[config.mk]
export PLATFORM = sky130hd
export DESIGN_NAME = edge_point_extract_flat
export DESIGN_NICKNAME = d
export VERILOG_FILES = /design/src/rtl/hough_pkg.sv /design/src/rtl/edge_point_extract_if.sv /design/src/rtl/edge_point_extract_point_fifo.sv /design/src/rtl/edge_point_extract.sv /design/src/flat_wrapper.sv
export SDC_FILE = /design/constraint.sdc
export NUM_CORES = 1
export LEC_CHECK = 0
export ABC_AREA = 1
export BUFFER_PORTS_ARGS = -buffer_cell sky130_fd_sc_hd__buf_2
export CAP_MARGIN = 40
export CORE_MARGIN = 2
export CORE_UTILIZATION = 45
export CTS_CLUSTER_SIZE = 8
export DETAILED_ROUTE_END_ITERATION = 7
export GPL_ROUTABILITY_DRIVEN = 0
export GPL_TIMING_DRIVEN = 0
export PLACE_DENSITY = 0.67
export SYNTH_ARGS = -nofsm -noshare
export SYNTH_HDL_FRONTEND = slang
export SYNTH_SLANG_ARGS = --single-unit
[constraint.sdc]
create_clock -name Clk -period 7.54 [get_ports Clk]
set_clock_uncertainty 0.15 [all_clocks]
set_input_delay 1.508 -clock Clk [delete_from_list [all_inputs] [get_ports Clk]]
set_output_delay 1.508 -clock Clk [all_outputs]
set_load 0.005 [all_outputs]
[src/rtl/hough_pkg.sv]
// Point record shared between the edge-point extractor and the Hough voter.
// An entry is either an edge pixel (x,y) or an end-of-frame marker.
package hough_pkg;

  localparam int COORD_W = 8;

  typedef struct packed {
    logic               eof;
    logic [COORD_W-1:0] x;
    logic [COORD_W-1:0] y;
  } point_t;

  localparam point_t MARKER = '{eof: 1'b1, x: '0, y: '0};

  function automatic point_t make_marker(input logic [COORD_W-1:0] y_last);
    point_t m;
    m   = MARKER;
    m.y = y_last;
    return m;
  endfunction

  function automatic point_t make_point(input logic [COORD_W-1:0] x,
                                        input logic [COORD_W-1:0] y);
    point_t p;
    p.eof = 1'b0;
    p.x   = x;
    p.y   = y;
    return p;
  endfunction

endpackage

[src/rtl/edge_point_extract_if.sv]
// Valid/ready point stream from the extractor (master) to the Hough voter (slave).
interface edge_point_extract_if;

  logic [hough_pkg::COORD_W-1:0] PointX;
  logic [hough_pkg::COORD_W-1:0] PointY;
  logic                          PointEof;
  logic                          PointValid;
  logic                          PointReady;

  modport master (output PointX, PointY, PointEof, PointValid, input PointReady);
  modport slave  (input PointX, PointY, PointEof, PointValid, output PointReady);

endinterface

[src/rtl/edge_point_extract_point_fifo.sv]
// Synchronous first-word-fall-through FIFO of point_t entries.
// The writer guarantees room; reads while empty are ignored.
module point_fifo
  import hough_pkg::*;
#(
  parameter int DEPTH = 16,
  parameter int AW    = 4
) (
  input  logic          Clk,
  input  logic          nReset,
  input  logic          wr_en,
  input  point_t        wr_data,
  input  logic          rd_en,
  output point_t        rd_data,
  output logic [AW:0]   count,
  output logic          full,
  output logic          empty
);

  point_t        mem [DEPTH];
  logic [AW-1:0] wr_ptr;
  logic [AW-1:0] rd_ptr;
  logic [AW:0]   count_q;
  logic          rd_ok;

  assign rd_ok = rd_en && !empty;

  always_ff @(posedge Clk or negedge nReset) begin
    if (!nReset) begin
      wr_ptr  <= '0;
      rd_ptr  <= '0;
      count_q <= '0;
    end else begin
      if (wr_en) wr_ptr <= wr_ptr + AW'(1);
      if (rd_ok) rd_ptr <= rd_ptr + AW'(1);
      case ({wr_en, rd_ok})
        2'b10:   count_q <= count_q + (AW+1)'(1);
        2'b01:   count_q <= count_q - (AW+1)'(1);
        default: ;
      endcase
    end
  end

  // NOTE: storage has no reset; the pointers and count alone define what is valid.
  always_ff @(posedge Clk) begin
    if (wr_en) mem[wr_ptr] <= wr_data;
  end

  assign count   = count_q;
  assign empty   = (count_q == '0);
  assign full    = (count_q == (AW+1)'(DEPTH));
  assign rd_data = empty ? '0 : mem[rd_ptr];

endmodule

[src/rtl/edge_point_extract.sv]
// Thresholds the edge-magnitude stream, tracks pixel coordinates and queues
// edge points plus end-of-frame markers for the Hough voter.
module edge_point_extract
  import hough_pkg::*;
#(
  parameter int DEPTH = 16,
  parameter int AW    = 4
) (
  input  logic               Clk,
  input  logic               nReset,
  input  logic [COORD_W-1:0] PixelIn,
  input  logic               FrameIn,
  input  logic               LineIn,
  input  logic [COORD_W-1:0] Width,
  input  logic [COORD_W-1:0] Threshold,
  output logic               Overflow,
  edge_point_extract_if.master points
);

  localparam logic [COORD_W-1:0] COORD_MAX = '1;

  logic [COORD_W-1:0] x_q, y_q, x_d, y_d;
  logic               armed_q, armed_d;
  logic               hit, marker;
  logic               s1_push_q;
  point_t             s1_entry_q;

  logic               pop, wr_en, drop;
  logic [AW:0]        count, eff_count;
  logic               full, empty;
  point_t             head;

  // NOTE: every combinational output gets a default first so no path infers a latch.
  always_comb begin
    x_d     = x_q;
    y_d     = y_q;
    armed_d = armed_q;
    if (FrameIn) begin
      x_d     = '0;
      y_d     = '0;
      armed_d = 1'b1;
    end else if (LineIn) begin
      x_d = '0;
      if (y_q != COORD_MAX) y_d = y_q + COORD_W'(1);
    end else if (x_q != COORD_MAX) begin
      x_d = x_q + COORD_W'(1);
    end
  end

  // Column 0 and row 0 are filter border outputs and never qualify.
  assign hit = armed_d && (x_d != '0) && (x_d < Width) && (y_d != '0)
            && (PixelIn >= Threshold);
  assign marker = FrameIn && armed_q;

  // NOTE: state registers use non-blocking assignments so all flops update together.
  always_ff @(posedge Clk or negedge nReset) begin
    if (!nReset) begin
      x_q        <= '0;
      y_q        <= '0;
      armed_q    <= 1'b0;
      s1_push_q  <= 1'b0;
      s1_entry_q <= '0;
    end else begin
      x_q        <= x_d;
      y_q        <= y_d;
      armed_q    <= armed_d;
      s1_push_q  <= hit || marker;
      s1_entry_q <= marker ? make_marker(y_q) : make_point(x_d, y_d);
    end
  end

  // Admission sees the slot freed by a same-cycle pop; the last slot is kept for the marker.
  assign pop       = !empty && points.PointReady;
  assign eff_count = count - (AW+1)'(pop);

  always_comb begin
    wr_en = 1'b0;
    if (s1_push_q) begin
      if (s1_entry_q.eof) wr_en = !full || pop;
      else                wr_en = (eff_count < (AW+1)'(DEPTH-1));
    end
  end

  assign drop = s1_push_q && !wr_en;

  always_ff @(posedge Clk or negedge nReset) begin
    if (!nReset)      Overflow <= 1'b0;
    else if (drop)    Overflow <= 1'b1;
    else if (FrameIn) Overflow <= 1'b0;
  end

  point_fifo #(
    .DEPTH (DEPTH),
    .AW    (AW)
  ) u_fifo (
    .Clk     (Clk),
    .nReset  (nReset),
    .wr_en   (wr_en),
    .wr_data (s1_entry_q),
    .rd_en   (points.PointReady),
    .rd_data (head),
    .count   (count),
    .full    (full),
    .empty   (empty)
  );

  assign points.PointValid = !empty;
  assign points.PointX     = head.x;
  assign points.PointY     = head.y;
  assign points.PointEof   = head.eof;

endmodule

[src/flat_wrapper.sv]
// flat-port wrapper written by rule: the top's interface ports become plain ports
module edge_point_extract_flat import hough_pkg::*;
#(
  parameter int DEPTH = 16,
  parameter int AW    = 4
)
  (Clk, nReset, PixelIn, FrameIn, LineIn, Width, Threshold, Overflow, points_PointX, points_PointY, points_PointEof, points_PointValid, points_PointReady);
  edge_point_extract_if points_i ();
  input  logic Clk;
  input  logic nReset;
  input  logic [COORD_W-1:0] PixelIn;
  input  logic FrameIn;
  input  logic LineIn;
  input  logic [COORD_W-1:0] Width;
  input  logic [COORD_W-1:0] Threshold;
  output logic Overflow;
  output wire logic [$bits(points_i.PointX)-1:0] points_PointX;
  output wire logic [$bits(points_i.PointY)-1:0] points_PointY;
  output wire logic [$bits(points_i.PointEof)-1:0] points_PointEof;
  output wire logic [$bits(points_i.PointValid)-1:0] points_PointValid;
  input wire logic [$bits(points_i.PointReady)-1:0] points_PointReady;
  assign points_PointX = points_i.PointX;
  assign points_PointY = points_i.PointY;
  assign points_PointEof = points_i.PointEof;
  assign points_PointValid = points_i.PointValid;
  assign points_i.PointReady = points_PointReady;
  edge_point_extract #(.DEPTH(DEPTH), .AW(AW)) u_core (.Clk(Clk), .nReset(nReset), .PixelIn(PixelIn), .FrameIn(FrameIn), .LineIn(LineIn), .Width(Width), .Threshold(Threshold), .Overflow(Overflow), .points(points_i));
endmodule
# Yosys cells after proc, flatten, opt, wreduce, memory -nomap -nowiden
# Memories as Yosys holds them, arrays and structs flattened.
# Index checks and enable logic that the tools add are counted.
# word_totals
input_bits,29
ff_bits,49
out_inout_bits,19
word_cells,60
mem_bits_rw,272
n_memories,1
# classes
n_addsub,7
magnitude_cmp,3
n_reduce_logical,17
muxes,16
n_eq_ne,5
# memory_table
memory,words,width,read_ports,rd_clocked_by_memory_dff,wr,line,source
u_core.u_fifo.mem,16,17,1,0,1,edge_point_extract_point_fifo.sv:20,point_t mem [DEPTH];
# op_table
operator,count
$mux 8,6
$mux 17,2
$add 8x1->8 const B,2
$ne 8x8->1 const B,2
$reduce_bool 8->1,2
$pmux 5 s2,1
$add 4x1->4 const B,2
$ge 8x8->1,1
$lt 8x8->1,1
$logic_and 1x1->1,7
$mux 1,7
$add 5x1->5 const B,1
$eq 5x5->1 const B,1
$logic_not 5->1,1
$lt 5x4->1 const B,1
$sub 5x1->5,1
$sub 5x1->5 const B,1
$reduce_bool 2->1,2
$logic_not 1->1,3
$eq 2x1->1 const B,1
$eq 2x2->1 const B,1
$logic_or 1x1->1,2

# Logic depth before layout (Yosys ltp)
# logic_depth
depth_word,10
mapped_depth,24
ltp_nobuf,23

# Cells and area by module
# From an unflattened synthesis, not the netlist that was laid out.
# unflattened
cells_unflattened,1309
area_unflattened_um2,13990.9
# by_module_without_submodules
module,seq_area_each_um2,area_each_um2,instances,cells_per_inst
point_fifo,8493.1,11757.5,1,1028
edge_point_extract,900.9,2233.4,1,281

# Worst setup path after synthesis
# No wires, ideal clock.
# synth_path
path_type,input port to flip-flop
startpoint,in points_PointReady
endpoint,"reg u_core.u_fifo.count_q[4], in the netlist u_core.u_fifo.count[4]"
slack_ns,3.314
t_arrival_ns,3.996
setup_time_ns,0.080
t_required_ns,7.310
n_path_buf,0
path_stages,18
cell_sequence,nand2_1 inv_2 ha_1 ha_1 a21oi_1 nand2_1 nor3_1 o21ai_2 nand3_2 ha_1 xor2_1 ha_1 a21oi_1 or2_4 o21ai_2 a21oi_1 o21ai_1 xnor2_1
# synth_via
elab_chain_cells,7
# synth_lines
element,line,source
start: declaration,flat_wrapper.sv:21,input wire logic [$bits(points_i.PointReady)-1:0] points_PointReady;
$logic_and 1x1->1 *,edge_point_extract.sv:73,assign pop = !empty && points.PointReady;
via u_core.pop,edge_point_extract.sv:28,"logic pop, wr_en, drop;"
$sub 5x1->5,edge_point_extract.sv:74,assign eff_count = count - (AW+1)'(pop);
$lt 5x4->1,edge_point_extract.sv:80,else wr_en = (eff_count < (AW+1)'(DEPTH-1));
$mux 1,edge_point_extract.sv:79,if (s1_entry_q.eof) wr_en = !full || pop;
$mux 1,edge_point_extract.sv:78,if (s1_push_q) begin
$eq 2x1->1 / $eq 2x2->1 (equally long branches),edge_point_extract_point_fifo.sv:36,"case ({wr_en, rd_ok})"
$pmux 5 s2 / $reduce_bool 2->1 (equally long branches),-,
end signal: assignment,edge_point_extract_point_fifo.sv:37,2'b10: count_q <= count_q + (AW+1)'(1);
end signal: assignment,edge_point_extract_point_fifo.sv:38,2'b01: count_q <= count_q - (AW+1)'(1);
end: declaration,edge_point_extract_point_fifo.sv:23,logic [AW:0] count_q;
# The timed path passes the listed nets; every way through them passes the cells marked *.
# A chain may end at the register's enable or synchronous reset.

# Worst setup path in the final report
# layout_path
startpoint,reg u_core.u_fifo.rd_ptr[1]
endpoint,out points_PointX[6]
# layout_via
elab_chain_cells,2
# layout_lines
element,line,source
start: declaration,edge_point_extract_point_fifo.sv:22,logic [AW-1:0] rd_ptr;
start signal: assignment,edge_point_extract_point_fifo.sv:35,if (rd_ok) rd_ptr <= rd_ptr + AW'(1);
$mem_v2 16x17,-,
$mux 17,edge_point_extract_point_fifo.sv:52,assign rd_data = empty ? '0 : mem[rd_ptr];
end: declaration,flat_wrapper.sv:17,output wire logic [$bits(points_i.PointX)-1:0] points_PointX;
# Every way passes these cells.

==> run_results.csv <==
group,metric,value,unit
run_status,status,"complete, no violations",
synthesis,avgSynthCellArea,12.0,um2
worst_setup_path,cp-startpoint,"u_core.u_fifo.rd_ptr[1]",
route,via_count,9414,
synthesis,yosysMostFrequentCell,"edfxtp_1",
worst_setup_path,r2r-start,"u_core.u_fifo.count[2]",
cts,cts.sinks,321,
power,leakagePower,5.95,nW
cts,post_cts_resize_count,0,
floorplanning,core,29600,um2
global_route,busiest_layer,"met2",
power,p_clk_frac,0.316,
layout,nNetsFinal,1295,
cts,cts-htree-levels,2,
worst_setup_path,setup.worst_path.class,"register to primary output",
cts,cts_buffer_depth,3,
synthesis,synth_common_cells,"272 x edfxtp_1, 193 x nor2_1, 154 x o21ai_0",
floorplanning,die_width,177,um
route,drtIter0Drc,1022,
sta,fin_crit_sh,0.630,
global_route,grt_first_pass_wirelength,53.3,mm
worst_setup_path,critPathMaxStageDelay,0.55,ns
cts,cts_setup_buffers,0,
placed_design,io_buffer_count,47,
worst_setup_path,crit_top_cell,"buf_2",
sta,period_needed,4.75,ns
power,switching_share,0.354,
global_route,grt_max_degree,38,
sta,fmax,0.211,GHz
floorplanning,core.rowCount,63,
route,firstDrtPassIters,7,
route,vias_per_cell,5.68,
synthesis,yosys_register_bits,321,
synthesis,synth_cell_type_count,35,
sta,rsz0062_at_grt,"no",
synthesis,synth.top_cell.area_share,0.606,
layout,drive_gt1_frac,0.133,
sta,maxSlewViolCount,0,
synthesis,syn_inst,1127,
global_route,use_met2,0.370,
hold_path,hp-start,"u_core.armed_q",
cts,tritoncts,"done",
sta,hold_viol,0,
cts,insertion_delay,0.53,ns
floorplanning,die-area,31400,um2
power,p_total,5.99,mW
sta,tightestPinTransition,0.858,ns
power,max-vdd-ir-drop,0.000201,V
power,comb_power_share,0.317,
route,route.detailed.drc,0,
layout,finalNonFillerCells,1656,
cts,cts_root_buf,"clkbuf_16",
synthesis,async_reset_ff_frac,0.153,
worst_setup_path,critPathLaunchType,"register",
global_route,use_met3,0.0380,
synthesis,synth_nets,1183,
power,p_sw,2.12,mW
global_route,use_met1,0.312,
cts,cts_hold_buf,0,
sta,setup_tns,0,ns
route,antenna_left,0,
floorplanning,die_y,177,um
worst_setup_path,worst-path-buf-inv,4,
placed_design,hpwl,23.5,mm
synthesis,synthTopCellsByArea,"edfxtp_1 61%, dfrtp_1 9.1%, o21ai_0 5.7%",
power,seqPwrFrac,0.367,
sta,max_slew_margin,0.428,
power,internal_power,3.87,mW
worst_setup_path,cp_top_family,"buffers and inverters",
synthesis,yosysWarnings,0,
worst_setup_path,cp_max_fo,10,
layout,syn_to_final_growth,17.5,%
global_route,antenna_found_initial,0,
floorplanning,start_util,0.456,
synthesis,yosysTopAreaCell,"edfxtp_1",
global_route,grt.total_usage,0.229,
synthesis,synth_ff_type,"edfxtp_1",
worst_setup_path,crit_chain,"inv_2 -> buf_2 -> clkbuf_1 -> o21ai_0 -> o221ai_1 -> nand3_1 -> a21oi_1 -> buf_2",
synthesis,netlist_area,13500,um2
sta,setup_violations,0,
layout,finalInstanceArea,15800,um2
floorplanning,io_pins,48,
worst_setup_path,critPathCaptureType,"primary output",
route,wirelength,35.5,mm
worst_setup_path,crit_required,5.88,ns
synthesis,ys_seq_area_frac,0.697,
cts,cts_made_buffers,46,
sta,hold_ws,0.335,ns
flow_run,maxCapViolations,0,
synthesis,synth_edf_count,272,
placed_design,placedCellCount,1581,
route,drt-wirelength-per-cell,21.4,um
cts,path_clk_slew,0.05,ns
worst_setup_path,critPathSlowestCell,"dfrtp_1",
placed_design,placed_area,14500,um2
global_route,grt_pass1_vias,9152,
global_route,grt-ovfl-total,0,
power,powerDensity,378,nW/um2
hold_path,hold_path_class,"register to register",
worst_setup_path,arrival,3.09,ns
layout,antenna_cells,0,
-- layout by cell type (no fill, tap or decap), types with 5 or more instances in the layout --
cell type    n
nand2_1     86
nand4_1      5
o21ai_0    154
xor2_1      10
inv_1       77
nor2_1     177
inv_2        5
ha_1        27
nor2_2      19
buf_2       62
dfrtp_1     49
clkbuf_1    61
a21oi_1     29
nand3_1     58
edfxtp_1   272
buf_8       16
o221ai_1    52
o22ai_1     18
clkbuf_16   49
-- state kept, by name, summed over array words and instances (netlist names) --
signal and cells:
u_core.y_q 8, u_core.u_fifo.count 5, u_core.x_q 8, u_core.s1_push_q 1, u_core.u_fifo.rd_ptr 4, u_core.u_fifo.mem 272
u_core.u_fifo.wr_ptr 4, u_core.armed_q 1, u_core.s1_entry_q 17, u_core.Overflow 1
-- final timing paths --
path,end,slack (ns),cells after the start
hold reg to reg,u_core.armed_q,0.33,2
max in group asynchronous,u_core.u_fifo.count[0],6.00,2
setup / recovery,points_PointX[6],2.79,8
min in group asynchronous,u_core.y_q[3],0.72,1
setup reg to reg,u_core.u_fifo.count[4],2.98,23
hold / removal,u_core.armed_q,0.33,2
-- per-stage QoR --
stage	util	setup WS, ns
2_1_floorplan	-	3.31
3_3_place_gp	0.480	2.28
3_5_place_dp	0.491	2.78
4_1_cts	0.536	2.82
5_1_grt	0.536	2.73
6_report	0.536	2.79
-- power by group through the flow --
| stage | Combinational [mW] | Clock, mW | Sequential (mW) |
|---|---|---|---|
| after floorplan | 1.12 | 0 | 2.20 |
| after global placement | 1.79 | 0 | 2.23 |
| after detailed placement | 1.88 | 0 | 2.23 |
| after CTS | 1.89 | 1.90 | 2.20 |
| after global routing | 2.06 | 1.98 | 2.21 |
| final | 1.90 | 1.89 | 2.20 |
-- area by class of cell --
class,instances,area (um2)
clock inverter,1,8.76
inverter,85,319
sequential,321,9390
fill,2501,13700
buffer,57,251
timing repair buffer,64,495
clock buffer,74,1320
tap,390,488
multi-input combinational,664,3550
-- cells by family after synthesis --
kind of cell    share of synthesized area
simple gates                        0.112
xor+xnor                          0.00910
flops                               0.697
fa+ha+maj                          0.0251
buf+inv                            0.0423
compound gates                      0.115
-- worst min-delay path: stages, from the launching register on --
cell     delay, ns
dfrtp_1       0.35
nor2_1        0.06
inv_1         0.04
-- layer usage --
layer,share of wire,vias to the layer above
met5,0,-
met4,0.031,0
met3,0.087,83
met2,0.48,448
met1,0.41,4595
li1,-,4288
(Power assumes the default switching activity.)
